==> src/rtl/instruction_fetch_unit.sv <==
// instruction_fetch_unit
//   Fetch stage of the core. Owns the program counter, issues word fetches
//   to instruction memory over a req/ack handshake with variable latency,
//   and hands each fetched word to decode over a valid/ready handshake.
//   Branch/jump redirects and the ECALL halt are applied here.
//
// Ports
//   clk             rising-edge clock
//   reset           asynchronous, active-low reset
//   imem_req        fetch request, held until imem_ack
//   imem_addr       word-aligned fetch address
//   imem_ack        imem_rdata valid this cycle; ends the request
//   imem_rdata      fetched instruction word
//   inst_valid      inst/inst_pc hold an instruction for decode
//   inst_ready      decode accepts inst this cycle
//   inst            instruction to decode
//   inst_pc         PC of inst
//   redirect_valid  taken branch/JAL/JALR, fetch from redirect_pc
//   redirect_pc     redirect target, bits [1:0] ignored
//   halt            ECALL halt request
//   is_halted       fetch stopped until reset
module instruction_fetch_unit #(
  parameter logic [31:0] RESET_PC = 32'h0000_0000
) (
  input  logic        clk,
  input  logic        reset,
  output logic        imem_req,
  output logic [31:0] imem_addr,
  input  logic        imem_ack,
  input  logic [31:0] imem_rdata,
  output logic        inst_valid,
  input  logic        inst_ready,
  output logic [31:0] inst,
  output logic [31:0] inst_pc,
  input  logic        redirect_valid,
  input  logic [31:0] redirect_pc,
  input  logic        halt,
  output logic        is_halted
);

  localparam logic [31:0] RESET_PC_ALIGNED = {RESET_PC[31:2], 2'b00};

  typedef enum logic [1:0] {
    IDLE   = 2'd0,
    FETCH  = 2'd1,
    VALID  = 2'd2,
    HALTED = 2'd3
  } state_t;

  state_t      state, state_nx;
  logic [31:0] pc, pc_nx;
  logic [31:0] redir_pc, redir_pc_nx;
  logic        redir_pend, redir_pend_nx;
  logic        halt_pend, halt_pend_nx;
  logic        req_gap, req_gap_nx;
  logic        load_inst;

  function automatic logic [31:0] word_align(input logic [31:0] a);
    return {a[31:2], 2'b00};
  endfunction

  // Sequential successor; 32-bit unsigned, wraps past 32'hFFFF_FFFC.
  function automatic logic [31:0] pc_inc(input logic [31:0] a);
    return a + 32'd4;
  endfunction

  always_comb begin
    state_nx      = state;
    pc_nx         = pc;
    redir_pc_nx   = redir_pc;
    redir_pend_nx = redir_pend;
    halt_pend_nx  = halt_pend;
    req_gap_nx    = 1'b0;
    load_inst     = 1'b0;

    case (state)
      IDLE: begin
        if (halt) begin
          state_nx = HALTED;
        end else begin
          state_nx = FETCH;
          if (redirect_valid) pc_nx = word_align(redirect_pc);
        end
      end

      FETCH: begin
        if (req_gap) begin
          // Dead cycle after a dropped fetch: no request is outstanding,
          // so events can be applied directly.
          if (halt || halt_pend) begin
            state_nx     = HALTED;
            halt_pend_nx = 1'b0;
          end else if (redirect_valid) begin
            pc_nx = word_align(redirect_pc);
          end
        end else if (imem_ack) begin
          if (halt || halt_pend) begin
            state_nx      = HALTED;
            halt_pend_nx  = 1'b0;
            redir_pend_nx = 1'b0;
          end else if (redirect_valid) begin
            // A live redirect is newer than anything latched earlier.
            pc_nx         = word_align(redirect_pc);
            redir_pend_nx = 1'b0;
            req_gap_nx    = 1'b1;
          end else if (redir_pend) begin
            pc_nx         = redir_pc;
            redir_pend_nx = 1'b0;
            req_gap_nx    = 1'b1;
          end else begin
            load_inst = 1'b1;
            state_nx  = VALID;
          end
        end else begin
          // The request is never abandoned; remember events until the ack.
          if (halt) halt_pend_nx = 1'b1;
          if (redirect_valid) begin
            redir_pend_nx = 1'b1;
            redir_pc_nx   = word_align(redirect_pc);
          end
        end
      end

      VALID: begin
        if (halt) begin
          state_nx = HALTED;
        end else if (redirect_valid) begin
          pc_nx    = word_align(redirect_pc);
          state_nx = FETCH;
        end else if (inst_ready) begin
          pc_nx    = pc_inc(inst_pc);
          state_nx = FETCH;
        end
      end

      HALTED: begin
        state_nx = HALTED;
      end

      default: begin
        state_nx = IDLE;
      end
    endcase
  end

  always_ff @(posedge clk or negedge reset) begin
    if (!reset) begin
      state      <= IDLE;
      pc         <= RESET_PC_ALIGNED;
      redir_pc   <= RESET_PC_ALIGNED;
      redir_pend <= 1'b0;
      halt_pend  <= 1'b0;
      req_gap    <= 1'b0;
      inst       <= 32'd0;
      inst_pc    <= 32'd0;
    end else begin
      state      <= state_nx;
      pc         <= pc_nx;
      redir_pc   <= redir_pc_nx;
      redir_pend <= redir_pend_nx;
      halt_pend  <= halt_pend_nx;
      req_gap    <= req_gap_nx;
      if (load_inst) begin
        inst    <= imem_rdata;
        inst_pc <= pc;
      end
    end
  end

  // pc only moves on ack, redirect-in-gap or accept, so the address is
  // stable for the whole life of a request.
  assign imem_req   = (state == FETCH) && !req_gap;
  assign imem_addr  = pc;
  assign inst_valid = (state == VALID);
  assign is_halted  = (state == HALTED);

endmodule

==> config.mk <==
export PLATFORM = sky130hd
export DESIGN_NAME = instruction_fetch_unit
export DESIGN_NICKNAME = d
export VERILOG_FILES = /design/src/rtl/instruction_fetch_unit.sv
export SDC_FILE = /design/constraint.sdc
export NUM_CORES = 1
export LEC_CHECK = 0
export CAP_MARGIN = 20
export CORE_UTILIZATION = 33
export CTS_BUF_LIST = sky130_fd_sc_hd__clkbuf_16
export DETAILED_ROUTE_END_ITERATION = 16
export PLACE_DENSITY = 0.56
export SLEW_MARGIN = 20
export SYNTH_ARGS = -nofsm -noshare
export SYNTH_HDL_FRONTEND = slang
export SYNTH_SLANG_ARGS = --single-unit
==> constraint.sdc <==
create_clock -name clk -period 4.5 [get_ports clk]
set_input_delay 0.9 -clock clk [delete_from_list [all_inputs] [get_ports clk]]
set_output_delay 0.9 -clock clk [all_outputs]
set_load 0.1 [all_outputs]
* Word-level counts from Yosys, hierarchy flattened *
Cells that the tools add are included.

cells by class
  add/sub/neg operators = 1
  eq/ne operators = 13
  mux-type cells = 41
  bitwise operators = 2
  reduce and logical (&&, ||, !) cells = 12

operators by type and width
  cell                                            number
  2-to-1 mux 32 bit                               11
  one-hot mux 32 bit (3 select lines)             1
  adder 32 x 3 -> 32 bit (second input constant)  1
  2-to-1 mux 2 bit                                10
  2-to-1 mux 1 bit                                18
  != test 3 bit (second input constant)           4
  one-hot mux 2 bit (4 select lines)              1
  AND reduction 7 bit                             1
  != test 2 bit (second input constant)           3
  nonzero test 3 bit                              2
  AND reduction 5 bit                             1
  == test 2 bit (second input constant)           2
  != test 4 x 1 -> 1 bit (second input constant)  1
  != test 4 bit (second input constant)           1
  AND reduction 4 bit                             1
  != test 3 x 1 -> 1 bit (second input constant)  1
  AND reduction 3 bit                             1
  == test 2 x 1 -> 1 bit (second input constant)  1
  zero test 2 bit                                 1
  NOT 1 bit                                       2
  AND reduction 2 bit                             1
  nonzero test 2 bit                              1
  logical AND 1 bit                               1
  zero test 1 bit                                 1
  logical OR 1 bit                                1

word-level totals
  register bits after elaboration = 131
  input port bits = 70
  output and inout bits = 99
  logic and storage cells = 77

* Longest topological paths before layout *
  word-level depth = 6
  gate-level depth with buffers = 9
  depth with buffers taken out = 7

* Worst setup path after synthesis *
No wires, ideal clock.

  kind = reg-to-reg
  from = register state[1]
  to = register inst_pc[13]
  setup time = 0.129 ns
  data arrival time = 2.892 ns
  data required time = 4.371 ns
  slack = 1.480 ns
  cell stages (with the launch flop) = 9
  buffers on the path = 2
  period minus slack after synthesis = 3.020 ns
  cell sequence = dfrtp_1 > inv_1 > ha_1 > buf_2 > inv_2 > nor2_2 > nand4_2 > clkbuf_1 > mux2_1

between the ends
  cells in the longest elaborated chain, start to end = 2

RTL lines
  what                    line  text
  start, declared         50    state_t state, state_nx;
  start signal, assigned  157   state <= state_nx;
  == test 2 x 1 -> 1 bit  76    case (state)
  2-to-1 mux 1 bit        76
  end signal, assigned    165   inst_pc <= pc;
  end, declared           34    output logic [31:0] inst_pc,

Every way passes these cells.
A chain may end at the register's enable or synchronous reset.

* Worst setup path after layout *
  from = register state[1]
  to = output port imem_req

between the ends
  cells in the longest elaborated chain, start to end = 2

RTL lines
  what                    line  text
  == test 2 x 1 -> 1 bit  172   assign imem_req = (state == FETCH) && !req_gap;
  logical AND 1 bit       172
  end, declared           27    output logic imem_req,

Every way passes these cells.

==> results by group <==
Synth
  • Synthesized-area fraction occupied by ao, oa, aoi and oai cells: 0.157
  • Post-synthesis sequential area ratio: 0.486
  • Mean instance size in the synthesized netlist: 11.1 sq um
  • Share of synthesized cell area in full adder, half adder and majority cells: 0.00927
  • Total of flip-flops plus latches after synthesis: 131
  • Synth area leaders: sky130_fd_sc_hd__dfrtp_1 (49%), sky130_fd_sc_hd__mux2_2 (15%), sky130_fd_sc_hd__nor2_1 (2.1%)
  • Main combinational cell family by area after synthesis: multiplexers
  • Fraction of post-synthesis cell area in the top cell type by area: 0.486
  • Post-synth ARST share: 1.00
  • Portion of netlist area occupied by mux cells: 0.171
  • Count of unique library cells instantiated by Yosys: 63
  • Post-synthesis instance total: 609
  • Syn. warnings: 0
  • EDFF count, synth: 0
  • Cell type with the highest aggregate area in the netlist: sky130_fd_sc_hd__dfrtp_1
  • Area fraction in and, or, nand and nor cells after synthesis: 0.125
  • Top cells by count, synth: sky130_fd_sc_hd__dfrtp_1 (131), sky130_fd_sc_hd__mux2_2 (91), sky130_fd_sc_hd__nor2_1 (37)
  • Number of nets produced by synthesis: 684
  • Synthesized-area fraction occupied by xor and xnor cells: 0.0195
  • Mapped cell area: 0.00675 sq mm
  • Most frequent cell after synthesis: sky130_fd_sc_hd__dfrtp_1
  • Predominant post-synthesis flop cell: sky130_fd_sc_hd__dfrtp_1

Cells and area
  • Diodes inserted: 0
  • Fraction of layout instances using a drive strength above 1: 0.185
  • Area grow syn2layout: 36.6%
  • Final net count: 841

STA
  • Final critical-path share of the clock period: 0.854
  • Number of pins exceeding their max-slew limit in the final report: 0
  • Setup violations, final: 0
  • Worst slew pin tran: 1.11 ns
  • Final Hold Vio Count: 0
  • Final clock skew: 0.00636 ns
  • Maximum clock frequency: 0.260 GHz
  • Setup total negative slack: 0 ns
  • Worst slew margin: 0.258
  • Clock period minus final worst setup slack: 3.84 ns
  • RSZ-0062 raised after global routing: false

Clock network
  • CTS H-tree depth: 4
  • Clock buffers created by TritonCTS: 17
  • Clock tree root driver cell: sky130_fd_sc_hd__clkbuf_16
  • Number of buffers inserted to repair setup after CTS: 0
  • CTS Sinks: 131
  • Clock latency of the later-clocked register in the worst-skew pair: 0.42 ns
  • Worst-case clock buffer depth: 2
  • CTS-repair resized insts: 0
  • Clock edge transition at the registers on the reported setup and hold paths: 0.05 ns
  • TritonCTS clock tree: done
  • Total of hold buffers inserted after clock tree synthesis: 0

Worst setup path
  • Kind of start point of the critical path: flip-flop
  • Top fanout value on the critical path: 22
  • Required time at the worst-slack endpoint: 3.60 ns
  • Kind of end point of the critical path: primary output
  • Critical Setup Path Class: reg2out
  • Arrival time of the worst setup path: 2.94 ns

Global route
  • Initial antenna violation count: 3
  • Total grt overflow: 0
  • Vias in the first global route: 6033
  • Overall global routing resource usage: 0.203
  • Maximum number of pins on one net before global-route repair: 73
  • Wire length of the first global-routing pass: 33300 microns

Placed design
  • RePlAce Congestion: 0.824
  • Count of input and output buffers: 166
  • Final HPWL DP: 14300 microns

Detailed routing
  • Post-route antenna net violation count: 0
  • Wirelength, routed: 21000 microns
  • First-pass iteration count of the detailed router: 5
  • Routed length on met1: 8820 microns
  • Number of vias per cell: 5.59
  • Final routed DRC violation total: 0
  • Total number of vias: 5831
  • Detail Route met2 WL: 9860 microns
  • WL per Instance: 20.1 microns
  • Top Metal Used: met5
  • Detail Route met3 WL: 1830 microns
  • Detailed router's first-iteration violation count: 416

Floorplanning
  • Starting density of the core: 0.341
  • Die width: 145 microns
  • Height of the chip: 145 microns
  • IO Pins: 169
  • Die area: 0.0210 sq mm
  • Core Area: 0.0198 sq mm
  • Row Count: 51

Outcome
  • Run status: finished clean

Run
  • Maxcap violations: 0

Min path
  • Min-delay worst type: reg2reg
## flip-flops by register name (all words and copies together), names as in the netlist
name,flops
inst,32
state,2
imem_addr,32
halt_pend,1
redir_pend,1
redir_pc,30
req_gap,1
inst_pc,32
## kinds of logic (layout without fill, tap and decap cells)
group / after synthesis / in the layout
AND/OR/NAND/NOR: 155 / 155
AO/OA/AOI/OAI: 149 / 149
buffers and inverters: 51 / 220
adder cells (fa/ha/maj): 5 / 5
XOR/XNOR: 15 / 15
flip-flops: 131 / 131
multiplexers: 103 / 103
## cells in the final DEF, fill, tap and decap left out, types with 9 or more instances in the layout
cell                              instances
sky130_fd_sc_hd__a211oi_1                11
sky130_fd_sc_hd__a21oi_1                 20
sky130_fd_sc_hd__a31oi_1                  9
sky130_fd_sc_hd__buf_4                   14
sky130_fd_sc_hd__clkbuf_16               17
sky130_fd_sc_hd__clkdlybuf4s50_1        163
sky130_fd_sc_hd__dfrtp_1                131
sky130_fd_sc_hd__inv_1                   16
sky130_fd_sc_hd__mux2_2                  91
sky130_fd_sc_hd__nand2_1                 30
sky130_fd_sc_hd__nand2b_1                10
sky130_fd_sc_hd__nand3_1                 12
sky130_fd_sc_hd__nor2_1                  37
sky130_fd_sc_hd__nor3_1                  19
sky130_fd_sc_hd__nor4_1                  10
sky130_fd_sc_hd__o21a_1                  11
sky130_fd_sc_hd__o21ai_0                 26
sky130_fd_sc_hd__xnor2_1                 10
## layout make-up
class	count	area (sq um)
Clock inverter	14	134
Fill cell	1847	10600
Multi-Input combinational cell	427	3270
Clock buffer	17	425
Sequential cell	131	3280
Tap cell	265	332
Timing Repair Buffer	178	1740
Inverter	11	41.3
## final timing paths
path                       startpoint       endpoint  slack [ns]  cells after the start
setup / recovery             state[1]       imem_req        0.66                      5
hold / removal               inst[19]       inst[19]        0.50                      1
setup reg to reg             state[1]  imem_addr[10]        1.15                      6
hold reg to reg              inst[19]       inst[19]        0.50                      1
max in group asynchronous       reset  imem_addr[26]        2.87                      2
min in group asynchronous       reset       state[0]        0.64                      1
## worst max-delay path, cell delays in order (launching register included)
cell                      delay, ns
sky130_fd_sc_hd__dfrtp_1       0.40
sky130_fd_sc_hd__inv_1         0.11
sky130_fd_sc_hd__ha_1          0.90
sky130_fd_sc_hd__inv_2         0.31
sky130_fd_sc_hd__nor2_2        0.41
sky130_fd_sc_hd__buf_4         0.37
## per-stage QoR
step	hold slack, ns	cell area, sq um	worst slack [ns]	util	cells
6_report	0.497	9220	0.659	0.466	1043
5_1_grt	0.512	9220	0.614	0.466	1043
4_1_cts	0.503	9220	0.712	0.466	1043
3_5_place_dp	0.486	8660	0.872	0.438	1012
3_3_place_gp	0.478	8660	0.883	0.438	1012
2_1_floorplan	0.472	6750	1.48	-	609
## layer usage
layer  vias to the layer above  track usage
li1                       2605            -
met1                      2933        0.249
met2                       253        0.327
met3                        38       0.0708
met4                         2       0.0782
met5                         -            0
Power is left out: the tool's default activity adds up to more than one toggle a clock period on the data nets, which glitch-free logic cannot reach.
